--- config.mk ---
export PLATFORM = sky130hd
export DESIGN_NAME = sub4_serial_seq
export DESIGN_NICKNAME = d
export VERILOG_FILES = /design/src/rtl/sub4_serial_seq.sv
export SDC_FILE = /design/constraint.sdc
export NUM_CORES = 1
export LEC_CHECK = 0
export BUFFER_PORTS_ARGS = -buffer_cell sky130_fd_sc_hd__buf_4
export CAP_MARGIN = 20
export CORE_MARGIN = 5
export CORE_UTILIZATION = 30
export DETAILED_ROUTE_END_ITERATION = 16
export SYNTH_ARGS = -nofsm -noshare
export SYNTH_HDL_FRONTEND = slang
export SYNTH_SLANG_ARGS = --single-unit
--- constraint.sdc ---
create_clock -name clk -period 6.39 [get_ports clk]
set_input_delay 0.3195 -clock clk [delete_from_list [all_inputs] [get_ports clk]]
set_output_delay 0.3195 -clock clk [all_outputs]
set_load 0.02 [all_outputs]
--- src/rtl/sub4_serial_seq.sv ---
// sub4_serial_seq: wide a - b - borrow_in computed one 4-bit nibble per clock, LSB first
module sub4_serial_seq #(
   parameter int NIBBLES = 4
) (
   input  logic                   clk,
   input  logic                   rst,
   input  logic                   start,
   input  logic [4*NIBBLES-1:0]   a,
   input  logic [4*NIBBLES-1:0]   b,
   input  logic                   borrow_in,
   output logic                   busy,
   output logic                   done,
   output logic [4*NIBBLES-1:0]   diff,
   output logic                   borrow_out,
   output logic                   zero
);
   localparam int W = 4*NIBBLES;
   localparam logic [3:0] LAST = 4'(NIBBLES-1);

   typedef enum logic [1:0] {IDLE, RUN, DONE} state_t;

   state_t         state;
   logic [3:0]     idx;
   logic           brw;
   logic [W-1:0]   a_r;
   logic [W-1:0]   b_r;
   logic [4:0]     sub;
   logic [W-1:0]   diff_nx;

   // one borrow-chain nibble slice and the result with the current nibble merged in
   always_comb begin
      sub = {1'b0, a_r[4*idx +: 4]} - {1'b0, b_r[4*idx +: 4]} - {4'd0, brw};
      diff_nx = diff;
      diff_nx[4*idx +: 4] = sub[3:0];
   end

   // sequencer: latch operands on start, walk the nibbles, pulse done, return to idle
   always_ff @(posedge clk or posedge rst) begin
      if (rst) begin
         state      <= IDLE;
         idx        <= '0;
         brw        <= 1'b0;
         a_r        <= '0;
         b_r        <= '0;
         busy       <= 1'b0;
         done       <= 1'b0;
         diff       <= '0;
         borrow_out <= 1'b0;
         zero       <= 1'b0;
      end else begin
         done <= 1'b0;
         case (state)
            IDLE: if (start) begin
               a_r   <= a;
               b_r   <= b;
               brw   <= borrow_in;
               idx   <= '0;
               busy  <= 1'b1;
               state <= RUN;
            end
            RUN: begin
               diff <= diff_nx;
               brw  <= sub[4];
               if (idx == LAST) begin
                  borrow_out <= sub[4];
                  zero       <= (diff_nx == '0);
                  done       <= 1'b1;
                  state      <= DONE;
               end else begin
                  idx <= idx + 4'd1;
               end
            end
            DONE: begin
               busy  <= 1'b0;
               state <= IDLE;
            end
            default: state <= IDLE;
         endcase
      end
   end
endmodule

==> out/results.tsv <==
stage	metric	value	unit
clock_tree	Post-CTS Setup Inserts	0	
synth	Syn Std Cell Area	0.00292	mm²
synth	Synth top area share	0.506	
clock_tree	post-CTS sizing	0	
setup_path	Top cell by count, worst path	fa_1	
place	Placed Area	0.00347	mm²
grt	first-pass GRT wire length	10700	µm
sta	final setup violation count	0	
setup_path	Worst Path Required	6.66	ns
finish	share of layout cells above drive strength 1	0.428	
finish	Area growth syn-to-layout	25.2	%
finish	most frequent cells in the layout	dfrtp_1, buf_4, mux2_2	
route	DRC	0	
clock_tree	clock root cell	clkbuf_8	
sta	Slew Limit Fails	0	
floorplanning	Die ar.	0.0118	mm²
setup_path	register-to-register setup slack	2.57	ns
finish	fin area	0.00365	mm²
synth	syn nets	281	
power_and_ir_drop	P_leak	1.65	nW
sta	Fin. Hold Viols	0	
finish	Final Core Density	0.379	
place	gpl congestion	0.864	
setup_path	Startpoint Class	flip-flop	
place	Buffers on Ports	55	
clock_tree	Bufs on Longest Clock Path	2	
setup_path	worst reg2reg endpoint	zero$_DFFE_PP0P_	
route	Vias/cell	4.65	
power_and_ir_drop	peak supply drop	0.000290	V
setup_path	Max stage delay on crit path	0.96	ns
synth	Yosys Warn Count	0	
power_and_ir_drop	PD cells	611	mW/mm²
route	post-route ant nets	0	
grt	largest net degree at the start of global routing	60	
finish	antenna fix cells	0	
setup_path	WS Path Type	flip-flop to flip-flop	
synth	Netlist cell types	40	
route	DRT Pass-1 Iters	4	
floorplanning	starting density of the core	0.303	
grt	number of global-route vias before repair	2128	
place	HPWL Detailed	4850	µm
finish	Final nets	339	
setup_path	crit path DAT	4.10	ns
sta	Clock Skew	0.0144	ns
sta	Slew HR	0.379	
synth	Mapped Avg Cell Area	12.4	µm²
floorplanning	placement row count	36	
clock_tree	H-tree depth	3	
sta	final setup TNS	0	ns
finish	FILL cells	991	
floorplanning	die height	109	µm
clock_tree	Reg clk slew, reported paths	0.08	ns
route	DR vias	2010	
synth	Yosys top cell by area	dfrtp_1	
finish	commonest non-fill, non-tap cell in the layout	dfrtp_1	
clock_tree	Sink Count	59	
run_status	status	finished, final reports clean	
route	DRT iter0 DRCs	67	
sta	post-layout min period	3.82	ns
setup_path	r2r startpoint	idx[0]$_DFFE_PP0P_	
synth	sequential share of the synthesized area	0.506	
setup_path	CP max-delay cell	dfrtp_1	
clock_tree	total CTS buffers	9	
grt	antenna violations before repair	0	
floorplanning	core area	0.00964	mm²
clock_tree	Post-CTS Hold Buffers	0	
setup_path	crit path cell chain	mux4_2 -> nand2_1 -> fa_1 -> inv_1 -> fa_1 -> xnor2_1 -> nor3b_1 -> nor2_1 -> a2111oi_0 -> a41o_1	
sta	RSZ-0062 raised after global routing	false	
clock_tree	TritonCTS clock tree	yes	
setup_path	crit end category	flip-flop	
synth	synthesized instance count	236	
synth	top post-synthesis cells by area	dfrtp_1, mux2_2, mux4_2, ha_1, nand2_1	
sta	Max Fclk	262	MHz
floorplanning	Die X	109	µm
sta	Worst-Margin Slew	0.932	ns
sta	crit share post-route	0.598	
route	total routed wirelength	6520	µm
grt	GRT Total Usage	0.118	
grt	grt total ovfl	0	
setup_path	worst-path maximum fanout	23	
route	WL/cell	15.1	µm
floorplanning	IO Pins	56	
power_and_ir_drop	overall power	0.00223	W
hold_path	Tightest Hold Check Type	input port to asynchronous set/reset pin	
clock_tree	Clock Latency Late Sink	0.35	ns
synth	post-synthesis sequential element count	59	
run	max cap viols	0	
setup_path	FF-to-FF path depth	10	
[cells in the mapped netlist]
| cell type | n |
|---|---|
| fa_1 | 2 |
| o22ai_1 | 1 |
| a32oi_1 | 1 |
| xnor2_1 | 3 |
| a311oi_2 | 1 |
| and2_1 | 4 |
| or3_1 | 2 |
| dfrtp_1 | 59 |
| o21ai_0 | 10 |
| mux4_2 | 7 |
| o31ai_1 | 1 |
| ha_1 | 7 |
| nor3b_1 | 1 |
| mux2_2 | 44 |
| xor2_1 | 3 |
| nand4_1 | 2 |
| nor3_1 | 3 |
| nand3_1 | 6 |
| nand2b_1 | 1 |
| inv_1 | 14 |
| clkbuf_1 | 3 |
| o41a_1 | 1 |
| a21oi_1 | 3 |
| and4_1 | 1 |
| a21o_1 | 1 |
| a22o_1 | 1 |
| buf_2 | 6 |
| or4_1 | 1 |
| nand2_1 | 22 |
| mux2i_1 | 1 |
| a22oi_1 | 1 |
| a41o_1 | 1 |
| a2111oi_0 | 1 |
| nor3b_2 | 1 |
| o21bai_1 | 1 |
| nor4_4 | 1 |
| nand4b_1 | 3 |
| and3_1 | 1 |
| nor2b_1 | 5 |
| nor2_1 | 9 |
[logic make-up (layout without fill, tap and decap cells)]
kind of cell               count (synthesis)  after routing  synth area share
AOI/OAI and AO/OA                         24             24            0.0562
xor gates and xnor gates                   6              6            0.0180
adders and majority gates                  9              9            0.0438
buffers and inverters                     23             86            0.0322
DFF                                       59             59             0.506
muxes                                     52             52             0.227
and+or+nand+nor                           63             63             0.116
[critical path, delay by kind of cell (launching register included)]
kind                     cells  cell delay [ns]
multiplexers                 1             0.60
AO/OA/AOI/OAI                2             0.55
flip-flops                   1             0.96
buffers and inverters        1             0.06
AND/OR/NAND/NOR              3             0.72
XOR/XNOR                     1             0.22
adder cells (fa/ha/maj)      2             0.63
[power breakdown]
group | total [W] | switching, W | internal (W)
Sequential | 0.000714 | 0.000164 | 0.000551
Clock | 0.000310 | 0.000165 | 0.000145
Combinational | 0.00121 | 0.000629 | 0.000578
Total | 0.00223 | 0.000957 | 0.00127
[through the flow]
step	worst slack [ns]	cells	hold slack, ns
final	2.57	432	0.181
after global routing	2.25	432	0.173
after CTS	2.59	432	0.180
after detailed placement	2.59	416	0.488
after global placement	2.81	416	0.470
after floorplan	3.23	236	0.450
[how the worst max path moves through the flow]
stage	slack (ns)	cells after the start	start	to
final	2.57	10	idx[0]$_DFFE_PP0P_	zero$_DFFE_PP0P_
after global routing	2.25	10	idx[0]$_DFFE_PP0P_	zero$_DFFE_PP0P_
after CTS	2.59	10	idx[0]$_DFFE_PP0P_	zero$_DFFE_PP0P_
after detailed placement	2.59	10	idx[0]$_DFFE_PP0P_	zero$_DFFE_PP0P_
after global placement	2.81	10	idx[0]$_DFFE_PP0P_	zero$_DFFE_PP0P_
after floorplan	3.23	11	idx[0]$_DFFE_PP0P_	zero$_DFFE_PP0P_
[routing by layer]
| layer | wire [µm] | global-route usage | vias to the layer above |
|---|---|---|---|
| met1 | 3020 | 0.156 | 979 |
| met4 | 76 | 0.0379 | 0 |
| li1 | - | - | 960 |
| met5 | 0 | 0 | - |
| met3 | 430 | 0.0496 | 6 |
| met2 | 2990 | 0.174 | 65 |
[flip-flops by register name, summed over array words and instances, names as in the netlist]
| register | cells |
|---|---|
| brw | 1 |
| done | 1 |
| borrow_out | 1 |
| a_r | 16 |
| diff | 16 |
| b_r | 16 |
| zero | 1 |
| state | 2 |
| idx | 4 |
| busy | 1 |
[cell type report]
type	count	area, µm²	area share
Sequential cell	59	1480	0.404
Tap cell	133	166	0.0456
Clock inverter	7	58.8	0.0161
Multi-Input combinational cell	154	1350	0.371
Clock buffer	9	124	0.0339
Inverter	14	52.6	0.0144
Timing Repair Buffer	56	420	0.115
Power figures use the tool's default switching activity.
